### src/rtl/serial_word_feeder_if.sv
// Word-in / bit-out bundle between a parallel word source, the feeder and the detector input.
interface serial_word_feeder_if #(
    parameter int WIDTH = 8
);
    logic [WIDTH-1:0] din;
    logic             din_valid;
    logic             din_ready;
    logic             dout;
    logic             dout_valid;
    logic             busy;
    logic             frame_done;

    modport master (
        output din, din_valid,
        input  din_ready, dout, dout_valid, busy, frame_done
    );

    modport slave (
        input  din, din_valid,
        output din_ready, dout, dout_valid, busy, frame_done
    );
endinterface

### src/rtl/serial_word_feeder.sv
// Parallel-to-serial feeder: WIDTH-bit words in over valid/ready, one registered bit per clock out.
// A new word can be taken while the last bit of the current one is on dout, giving gap-free streams.
module serial_word_feeder #(
    parameter int WIDTH      = 8,
    parameter bit MSB_FIRST  = 1'b1,
    parameter bit IDLE_LEVEL = 1'b0
) (
    input logic               clk,
    input logic               rst,
    serial_word_feeder_if.slave bus
);
    localparam int              CW       = $clog2(WIDTH);
    localparam logic [CW-1:0]   CNT_LAST = CW'(WIDTH - 1);
    localparam logic [CW-1:0]   CNT_ONE  = CW'(1);

    typedef enum logic [1:0] {
        IDLE  = 2'b01,
        SHIFT = 2'b10
    } state_t;

    state_t           state, state_nxt;
    logic [WIDTH-1:0] sreg, sreg_nxt;
    logic [CW-1:0]    cnt, cnt_nxt;
    logic             dout_q, dout_nxt;
    logic             dv_q, dv_nxt;
    logic             busy_q, busy_nxt;
    logic             fd_q, fd_nxt;
    logic             ready;
    logic             accept;
    logic [WIDTH-1:0] shifted;

    function automatic logic first_bit(input logic [WIDTH-1:0] w);
        return MSB_FIRST ? w[WIDTH-1] : w[0];
    endfunction

    // Ready is also open on the last bit so the next word lands without an idle cycle.
    assign ready  = !rst && (state == IDLE || (state == SHIFT && cnt == '0));
    assign accept = bus.din_valid && ready;

    assign shifted = MSB_FIRST ? {sreg[WIDTH-2:0], 1'b0} : {1'b0, sreg[WIDTH-1:1]};

    always_comb begin
        state_nxt = IDLE;
        sreg_nxt  = sreg;
        cnt_nxt   = cnt;
        dout_nxt  = IDLE_LEVEL;
        dv_nxt    = 1'b0;
        busy_nxt  = 1'b0;
        fd_nxt    = 1'b0;
        if (accept) begin
            state_nxt = SHIFT;
            sreg_nxt  = bus.din;
            cnt_nxt   = CNT_LAST;
            dout_nxt  = first_bit(bus.din);
            dv_nxt    = 1'b1;
            busy_nxt  = 1'b1;
        end else begin
            case (state)
                IDLE: begin
                    state_nxt = IDLE;
                end
                SHIFT: begin
                    if (cnt != '0) begin
                        state_nxt = SHIFT;
                        sreg_nxt  = shifted;
                        cnt_nxt   = cnt - CNT_ONE;
                        dout_nxt  = first_bit(shifted);
                        dv_nxt    = 1'b1;
                        busy_nxt  = 1'b1;
                        fd_nxt    = (cnt == CNT_ONE);
                    end
                end
                default: begin
                    state_nxt = IDLE;
                end
            endcase
        end
    end

    always_ff @(posedge clk) begin
        if (rst) begin
            state  <= IDLE;
            sreg   <= '0;
            cnt    <= '0;
            dout_q <= IDLE_LEVEL;
            dv_q   <= 1'b0;
            busy_q <= 1'b0;
            fd_q   <= 1'b0;
        end else begin
            state  <= state_nxt;
            sreg   <= sreg_nxt;
            cnt    <= cnt_nxt;
            dout_q <= dout_nxt;
            dv_q   <= dv_nxt;
            busy_q <= busy_nxt;
            fd_q   <= fd_nxt;
        end
    end

    assign bus.din_ready  = ready;
    assign bus.dout       = dout_q;
    assign bus.dout_valid = dv_q;
    assign bus.busy       = busy_q;
    assign bus.frame_done = fd_q;
endmodule

### src/flat_wrapper.sv
// flat-port wrapper written by rule: the top's interface ports become plain ports
module serial_word_feeder_flat 
#(
    parameter int WIDTH      = 8,
    parameter bit MSB_FIRST  = 1'b1,
    parameter bit IDLE_LEVEL = 1'b0
)
  (clk, rst, bus_din, bus_din_valid, bus_din_ready, bus_dout, bus_dout_valid, bus_busy, bus_frame_done);
  serial_word_feeder_if #(.WIDTH(WIDTH)) bus_i ();
  input logic clk;
  input logic rst;
  input wire logic [$bits(bus_i.din)-1:0] bus_din;
  input wire logic [$bits(bus_i.din_valid)-1:0] bus_din_valid;
  output wire logic [$bits(bus_i.din_ready)-1:0] bus_din_ready;
  output wire logic [$bits(bus_i.dout)-1:0] bus_dout;
  output wire logic [$bits(bus_i.dout_valid)-1:0] bus_dout_valid;
  output wire logic [$bits(bus_i.busy)-1:0] bus_busy;
  output wire logic [$bits(bus_i.frame_done)-1:0] bus_frame_done;
  assign bus_i.din = bus_din;
  assign bus_i.din_valid = bus_din_valid;
  assign bus_din_ready = bus_i.din_ready;
  assign bus_dout = bus_i.dout;
  assign bus_dout_valid = bus_i.dout_valid;
  assign bus_busy = bus_i.busy;
  assign bus_frame_done = bus_i.frame_done;
  serial_word_feeder #(.WIDTH(WIDTH), .MSB_FIRST(MSB_FIRST), .IDLE_LEVEL(IDLE_LEVEL)) u_core (.clk(clk), .rst(rst), .bus(bus_i));
endmodule
### config.mk
export PLATFORM = sky130hd
export DESIGN_NAME = serial_word_feeder_flat
export DESIGN_NICKNAME = d
export VERILOG_FILES = /design/src/rtl/serial_word_feeder_if.sv /design/src/rtl/serial_word_feeder.sv /design/src/flat_wrapper.sv
export SDC_FILE = /design/constraint.sdc
export NUM_CORES = 1
export LEC_CHECK = 0
export CAP_MARGIN = 20
export CORE_MARGIN = 3
export CORE_UTILIZATION = 45
export DETAILED_ROUTE_END_ITERATION = 7
export PLACE_DENSITY = 0.71
export SETUP_SLACK_MARGIN = 0.15
export SLEW_MARGIN = 0
export SYNTH_ARGS = -nofsm -noshare
export SYNTH_HDL_FRONTEND = slang
export SYNTH_SLANG_ARGS = --single-unit
### constraint.sdc
create_clock -name clk -period 2.65 [get_ports clk]
set_clock_uncertainty 0.15 [all_clocks]
set_input_delay 0.265 -clock clk [delete_from_list [all_inputs] [get_ports clk]]
set_output_delay 0.265 -clock clk [all_outputs]
set_load 0.1 [all_outputs]
**Yosys cells after proc, flatten, opt, wreduce, memory -nomap -nowiden**

Cells that the tools add are included.
Widths: inputs -> output; s select.

- Register bits after elaboration: 15
- Word-level logic and storage cells: 38
- Input bits: 11

- $add $sub $neg: 1
- Reductions and logical operators: 11
- Muxes and demuxes: 15
- Bitwise gates (word level): 2
- Eq/ne operators: 3

Operators by type and width:

| cell | number |
|---|---|
| $mux 7 | 3 |
| $mux 3 | 3 |
| $mux 1 | 6 |
| $mux 2 | 3 |
| $reduce_bool 2->1 | 2 |
| $reduce_or 4->1 | 1 |
| $eq 3x1->1 const B | 1 |
| $logic_and 1x1->1 | 3 |
| $logic_not 3->1 | 1 |
| $reduce_bool 3->1 | 1 |
| $sub 3x1->3 const B | 1 |
| $eq 2x1->1 const B | 1 |
| $eq 2x2->1 const B | 1 |
| $not 1->1 | 2 |
| $reduce_and 2->1 | 1 |
| $logic_not 1->1 | 1 |
| $logic_or 1x1->1 | 1 |

**Longest topological paths before layout**

Gate-level depths: netlist (run 1).

- Depth in word-level cells: 7
- Depth in mapped cells: 6

**Worst setup path after synthesis (run 1)**

OpenSTA, ideal clock, no wires.

- Path type: register to output
- Start point: register u_core.state[1]
- End point: output port bus_din_ready
- Cell stages (with the launch flop): 4
- Slack: -603 ps
- Data arrival time: 2838 ps
- Buffers on the path: 1
- Cell sequence: dfxtp_1 > nand4bb_1 > buf_2 > a21oi_1

- Word-level cells in the longest chain between the ends: 4
- Elaborated cells between the ends (all ways): 5

RTL lines:

| element | line | source |
|---|---|---|
| start, declared | serial_word_feeder.sv:21 | `state_t state, state_nxt;` |
| start signal, assigned | serial_word_feeder.sv:90 | `state <= state_nxt;` |
| $eq 2x2->1 | serial_word_feeder.sv:37 | `assign ready = !rst && (state == IDLE \|\| (state == SHIFT && cnt == '0));` |
| $logic_and 1x1->1 | serial_word_feeder.sv:37 |  |
| $logic_or 1x1->1 (*) | serial_word_feeder.sv:37 |  |
| $logic_and 1x1->1 (*) | serial_word_feeder.sv:37 |  |
| end, declared | flat_wrapper.sv:14 | `output wire logic [$bits(bus_i.din_ready)-1:0] bus_din_ready;` |

Mark *: on every way between the ends. The rest lies on a longest branch, timed or not.

**Worst setup path in the final report (run 1)**

- Start point: register u_core.cnt[0]
- End point: output port bus_din_ready

- Word-level cells in the longest chain between the ends: 4

RTL lines:

| element | line | source |
|---|---|---|
| start, declared | serial_word_feeder.sv:23 | `logic [CW-1:0] cnt, cnt_nxt;` |
| start signal, assigned | serial_word_feeder.sv:92 | `cnt <= cnt_nxt;` |
| $logic_not 3->1 | serial_word_feeder.sv:37 |  |
| $logic_and 1x1->1 | serial_word_feeder.sv:37 |  |
| $logic_or 1x1->1 | serial_word_feeder.sv:37 |  |
| $logic_and 1x1->1 | serial_word_feeder.sv:37 |  |

Every way passes these cells.

==> run metrics, run 1 <==
actual slew at the worst max-slew pin=0.575 ns; maximum number of pins on one net before global-route repair=12; starting density of the core=0.514; floorplan die height=48.9 µm; r2r worst-path depth=5; Period Utilization, post-route=0.810; Die W=48.9 µm; Final Max Slew Viols=0; total iterations of the first detailed-routing run=4; run status=completed; clock sinks=14; number of nets produced by synthesis=104; sequential cell area fraction in the yosys report=0.338; GPL Wtd Cong=0.851; count of buffers added by post-CTS timing repair for setup=0; I/O pin total=16; cell row count=14; initial antenna violation count=0; start point of the worst hold path=u_core.sreg[6]$_SDFFE_PP0P_; mean post-synth cell area=9.20 µm²; type of the tightest min-delay check=reg2reg; Area growth, synth to finish=20.5%; share of layout cells above drive strength 1=0.186; Min Clock Period, post-route=2.15 ns; routed len/inst=13.2 µm; DRC violations left=0; Post-Synthesis Cell Area=828 µm²; unique cell type count in the Yosys netlist=28; leakage power total=0.000362 µW; count of yosys warnings during synthesis=0; multi-input combinational cell area=483 µm²; count of fill cells added during filler insertion=149; Clk Tree Root Cell=sky130_fd_sc_hd__clkbuf_4; share of the core filled with cells in the final layout=0.620; I/O Buffers=15; timing-limited maximum frequency=466 MHz; WL final=1670 µm; length of routed met2 wiring=719 µm; Seq. cell area=280 µm²; Critical Path RT=2.24 ns; uppermost layer routed=met4; Crit. End Element=output pin; RSZ-0062 raised after global routing=false; H-tree Lvls=1; number of buffers created by CTS=3; FF+latch count, synth=14; number of endpoints with negative hold slack in the final report=0; final cell count without fillers=126; number of diodes=0; max-cap violations=0; type of element launching the critical path=register; final layout net count=117; post-cts repair resize count=0; Worst slew margin=0.617; detail-routed via count per cell=5.48; Hold Path Stages=2; Starting DRT DRC Count=18; # setup viols final=0; CTS tree=yes; clock slew at the register clock pins of the worst setup and hold paths=0.09 ns; startpoint of the most critical register-to-register path=u_core.cnt[0]$_SDFFE_PP0P_; latest clock arrival within the worst-skew pair=0.28 ns; number of cells in the design after placement=122; total power of the final layout=551 µW; largest fanout on the critical path=7; top library cells by usage in the layout, fill and taps aside=14 x sky130_fd_sc_hd__dfxtp_1, 10 x sky130_fd_sc_hd__o21ai_0, 10 x sky130_fd_sc_hd__clkdlybuf4s50_1; setup total negative slack=0 ns; worst-case vdd ir drop=438 µV; crit path kind=reg2out; Setup crit start=u_core.cnt[0]$_SDFFE_PP0P_; global-route wire length before repair=2650 µm; maximum root-to-sink buffer count=2; vias in the first global route=567; antenna viol nets, final=0; vias=690; Post-CTS Hold Fix Bufs=0; core area=1610 µm²; total grt overflow=0; met1 wire length=819 µm; die area=2390 µm²; data arrival time at the worst-slack endpoint=1.73 ns; Pwr per Cell Area=552 nW/µm²; number of instances in the synthesized netlist=90; leading cell type in the layout, fill and taps excluded=sky130_fd_sc_hd__dfxtp_1; placed wire-length estimate=1180 µm; met3 WL post-DR=115 µm; global router's overall resource usage=0.144
-- layout make-up --
cell class | instances | area share
tap | 24 | 0.0301
sequential | 14 | 0.281
clock buffer | 4 | 0.0363
timing repair buffer | 16 | 0.158
inverter | 3 | 0.0113
multi-input combinational | 65 | 0.484
-- flip-flops by register name, summed over array words and instances, names as in the netlist --
| name | flops |
|---|---|
| u_core.state | 2 |
| u_core.bus.dout | 1 |
| u_core.cnt | 3 |
| u_core.bus.frame_done | 1 |
| u_core.sreg | 7 |
-- report_power, final --
part / switching (µW) / total [µW] / internal, µW
Clock: 70.0 / 154 / 83.6
Sequential: 13.8 / 242 / 228
Combinational: 94.8 / 155 / 60.5
-- per-layer routing --
layer | vias to the layer above | global-route usage
li1 | 360 | -
met1 | 310 | 0.194
met2 | 18 | 0.199
met3 | 2 | 0.0703
met4 | 0 | 0.0427
met5 | - | 0
-- cells by family after synthesis --
logic type,Yosys count,synth area share
compound gates,33,0.289
flops,14,0.338
mux,2,0.0242
fa+ha+maj,3,0.0453
simple gates,27,0.211
buf+inv,11,0.0921
-- worst paths after layout --
path / to / slack (ns)
max: bus_din_ready / 0.50
min: u_core.bus.dout$_SDFF_PP0_ / 0.34
max reg2reg: u_core.sreg[2]$_SDFFE_PP0P_ / 0.76
min reg2reg: u_core.bus.dout$_SDFF_PP0_ / 0.34
-- synth_stat cells --
| library cell | n | area share |
|---|---|---|
| sky130_fd_sc_hd__dfxtp_1 | 14 | 0.34 |
| sky130_fd_sc_hd__buf_6 | 3 | 0.041 |
| sky130_fd_sc_hd__a31oi_1 | 2 | 0.015 |
| sky130_fd_sc_hd__inv_1 | 3 | 0.014 |
| sky130_fd_sc_hd__a311oi_1 | 1 | 0.011 |
| sky130_fd_sc_hd__a311oi_2 | 5 | 0.091 |
| sky130_fd_sc_hd__or2b_1 | 1 | 0.0091 |
| sky130_fd_sc_hd__nand3_1 | 8 | 0.048 |
| sky130_fd_sc_hd__nor4b_1 | 1 | 0.011 |
| sky130_fd_sc_hd__a21o_1 | 1 | 0.0091 |
| sky130_fd_sc_hd__and2b_1 | 1 | 0.0091 |
| sky130_fd_sc_hd__nand2b_1 | 9 | 0.068 |
| sky130_fd_sc_hd__nor2b_1 | 3 | 0.023 |
| sky130_fd_sc_hd__a21oi_2 | 1 | 0.011 |
| sky130_fd_sc_hd__o211ai_1 | 1 | 0.0091 |
| sky130_fd_sc_hd__buf_2 | 1 | 0.0060 |
| sky130_fd_sc_hd__nand2_2 | 1 | 0.0076 |
| sky130_fd_sc_hd__mux2i_1 | 2 | 0.024 |
| sky130_fd_sc_hd__buf_4 | 3 | 0.027 |
| sky130_fd_sc_hd__o32a_1 | 1 | 0.012 |
| sky130_fd_sc_hd__ha_1 | 3 | 0.045 |
| sky130_fd_sc_hd__clkbuf_1 | 1 | 0.0045 |
| sky130_fd_sc_hd__o21ai_2 | 1 | 0.011 |
| sky130_fd_sc_hd__and4bb_1 | 1 | 0.015 |
| sky130_fd_sc_hd__o21ai_0 | 10 | 0.060 |
| sky130_fd_sc_hd__a21oi_1 | 10 | 0.060 |
| sky130_fd_sc_hd__or3_1 | 1 | 0.0076 |
| sky130_fd_sc_hd__nand4bb_1 | 1 | 0.014 |
-- per-stage QoR --
stage | setup WS [ns] | hold WS (ns) | cell area [µm²]
2_1_floorplan | 0.296 | 0.183 | 840
3_3_place_gp | 0.823 | 0.323 | 962
3_5_place_dp | 0.782 | 0.321 | 962
4_1_cts | 0.496 | 0.340 | 998
5_1_grt | 0.423 | 0.383 | 998
6_report | 0.504 | 0.339 | 998
-- worst max-delay path, cell delays in order (launching register included) --
cell,delay (ns)
sky130_fd_sc_hd__dfxtp_1,0.33
sky130_fd_sc_hd__inv_1,0.10
sky130_fd_sc_hd__ha_1,0.24
sky130_fd_sc_hd__nand4bb_1,0.34
sky130_fd_sc_hd__a21oi_4,0.25
sky130_fd_sc_hd__buf_12,0.19
(Power assumes the default switching activity.)
==> run 2, diff against run 1 <==
==> constraint.sdc (replaced) <==
create_clock -name clk -period 2.1 [get_ports clk]
set_clock_uncertainty 0.15 [all_clocks]
set_input_delay 0.21 -clock clk [delete_from_list [all_inputs] [get_ports clk]]
set_output_delay 0.21 -clock clk [all_outputs]
set_load 0.1 [all_outputs]
==> run metrics, run 2 (synthesis results as in run 1) <==
starting density of the core=0.514 (unchanged); leakage power total=0.000386 µW (+6.6%); floorplan die height=48.9 µm (unchanged); Pwr per Cell Area=684 nW/µm² (+24%); capture point of the worst reg-to-reg path=u_core.cnt[1]$_SDFFE_PP0P_; I/O Buffers=15 (unchanged); antenna viol nets, final=0 (unchanged); # setup viols final=0 (unchanged); RSZ-0062 raised after global routing=false; H-tree Lvls=1 (unchanged); Critical Path RT=1.74 ns (-0.50 ns); Crit path max-delay family=flip-flops; latest clock arrival within the worst-skew pair=0.28 ns (about the same); start point of the worst hold path=u_core.sreg[6]$_SDFFE_PP0P_; initial antenna violation count=0 (unchanged); total grt overflow=0 (unchanged); leading cell type in the layout, fill and taps excluded=sky130_fd_sc_hd__dfxtp_1; global router's overall resource usage=0.168 (+0.0244); Setup crit start=u_core.state[0]$_SDFF_PP1_; number of diodes=0 (unchanged); maximum root-to-sink buffer count=2 (unchanged); Gate power share=0.304 (+0.022); detail-routed via count per cell=5.48 (about the same); vias=712 (+3.2%); type of element launching the critical path=register; pre-CTS worst setup slack=0.395 ns (-0.387 ns); Reg power frac=0.424 (-0.015); Final Max Slew Viols=0 (unchanged); Worst slew margin=0.705 (+0.0884); Clk Tree Root Cell=sky130_fd_sc_hd__clkbuf_4; registers with the most flip-flops=u_core.sreg: 7 flops, u_core.cnt: 3 flops, u_core.state: 2 flops; DRC violations left=0 (unchanged); Levels on crit path=3 (-2); Crit. End Element=output pin; vias in the first global route=673 (+19%); total iterations of the first detailed-routing run=4 (unchanged); worst-case vdd ir drop=396 µV (-9.5%); routed len/inst=14.4 µm (+9.2%); r2r worst-path depth=6 (+1); number of cells in the design after placement=126 (+3.3%); final cell count without fillers=130 (+3.2%); final layout net count=121 (+3.4%); Min Clock Period, post-route=1.86 ns; GPL Wtd Cong=0.770 (-9.5%); die area=2390 µm² (unchanged); top library cells by usage in the layout, fill and taps aside=13 x sky130_fd_sc_hd__dfxtp_1, 10 x sky130_fd_sc_hd__o21ai_0, 10 x sky130_fd_sc_hd__clkdlybuf4s50_1; cells along the critical path=or2b_1 > a21oi_4 > buf_12; library cell contributing the largest single delay on the critical path=sky130_fd_sc_hd__dfxtp_1; share of layout cells above drive strength 1=0.245 (+0.0590); data arrival time at the worst-slack endpoint=1.50 ns (-0.23 ns); startpoint of the most critical register-to-register path=u_core.cnt[0]$_SDFFE_PP0P_; I/O pin total=16 (unchanged); largest fanout on the critical path=8 (+1); total buffers and inverters traversed by the critical path=1 (-1); cell row count=14 (unchanged); max-cap violations=0 (unchanged); CTS tree=yes; clock sinks=14 (unchanged); maximum number of pins on one net before global-route repair=12 (unchanged); Hold Path Stages=2 (unchanged); number of buffers created by CTS=3 (unchanged); end point of the worst hold path=u_core.bus.dout$_SDFF_PP0_; number of endpoints with negative hold slack in the final report=0 (unchanged); actual slew at the worst max-slew pin=0.441 ns (-0.134 ns); Net Sw Power=239 µW (+34%); run status=completed; Starting DRT DRC Count=7 (-11); clock network fraction of total power=0.272 (-0.007); Die W=48.9 µm (unchanged); count of buffers added by post-CTS timing repair for setup=0 (unchanged); setup total negative slack=0 ns (unchanged); timing-limited maximum frequency=539 MHz; crit path kind=reg2out; global-route wire length before repair=3200 µm (+21%); placed wire-length estimate=1300 µm (+10%); Worst Slack Setup Final=0.243 ns (-0.261 ns); Internal=485 µW (+30%); Worst path max stage delay=0.43 ns (+0.09 ns); type of the tightest min-delay check=reg2reg; clock slew at the register clock pins of the worst setup and hold paths=0.09 ns (about the same); max FFs per register=7 (unchanged); Top reg by flops=u_core.sreg; Area growth, synth to finish=27.8%; Reg2Reg Setup Slack=0.42 ns (-0.34 ns); fraction of power spent switching nets=0.330 (+0.00563); core area=1610 µm² (unchanged); WL final=1880 µm (+13%); Period Utilization, post-route=0.884
[run 2: final cells by class]
type,instances,area (µm²)
fill,144,553
timing repair buffer,20,188
sequential,14,282
tap,24,30.0
multi-input combinational,65,512
inverter,3,11.3
clock buffer,4,36.3
[run 2: through the flow]
| stage | util | hold WS, ns | cell area (µm²) | power [µW] |
|---|---|---|---|---|
| after floorplan | - | 0.128 | 841 | 465 |
| after global placement | 0.616 | 0.314 | 993 | 515 |
| after detailed placement | 0.616 | 0.306 | 993 | 522 |
| after CTS | 0.649 | 0.326 | 1050 | 723 |
| after global routing | 0.657 | 0.369 | 1060 | 759 |
| final | 0.657 | 0.327 | 1060 | 724 |
[run 2: timing repair]
action	4_1_cts	5_1_grt
setup endpoints to repair	1	1
gates resized for setup	1	2
hold buffers	0	0
gates cloned	0	0
[run 2: power by group through the flow]
stage	combinational (µW)	sequential [µW]	clock (µW)
2_1_floorplan	141	324	0
3_3_place_gp	204	311	0
3_5_place_dp	210	311	0
4_1_cts	215	306	201
5_1_grt	233	311	215
6_report	220	307	197
[run 2: worst max path at each step]
stage	endpoint	slack (ns)
after CTS	bus_din_ready	0.16
final	bus_din_ready	0.24
after global placement	u_core.cnt[1]$_SDFFE_PP0P_	0.46
after global routing	bus_din_ready	0.17
after detailed placement	u_core.cnt[1]$_SDFFE_PP0P_	0.39
after floorplan	bus_din_ready	0.16
[run 2: tightest hold or removal path, cell delays in order (launching register included)]
cell                      delay (ns)
sky130_fd_sc_hd__dfxtp_1        0.32
sky130_fd_sc_hd__nand3_1        0.06
sky130_fd_sc_hd__a21oi_1        0.05
[run 2: routing by layer]
metal / routed length (µm) / vias up / track usage
li1: - / 360 / -
met3: 128 / 0 / 0.0765
met2: 847 / 19 / 0.256
met4: 0 / 0 / 0.0190
met5: 0 / - / 0
met1: 900 / 333 / 0.224
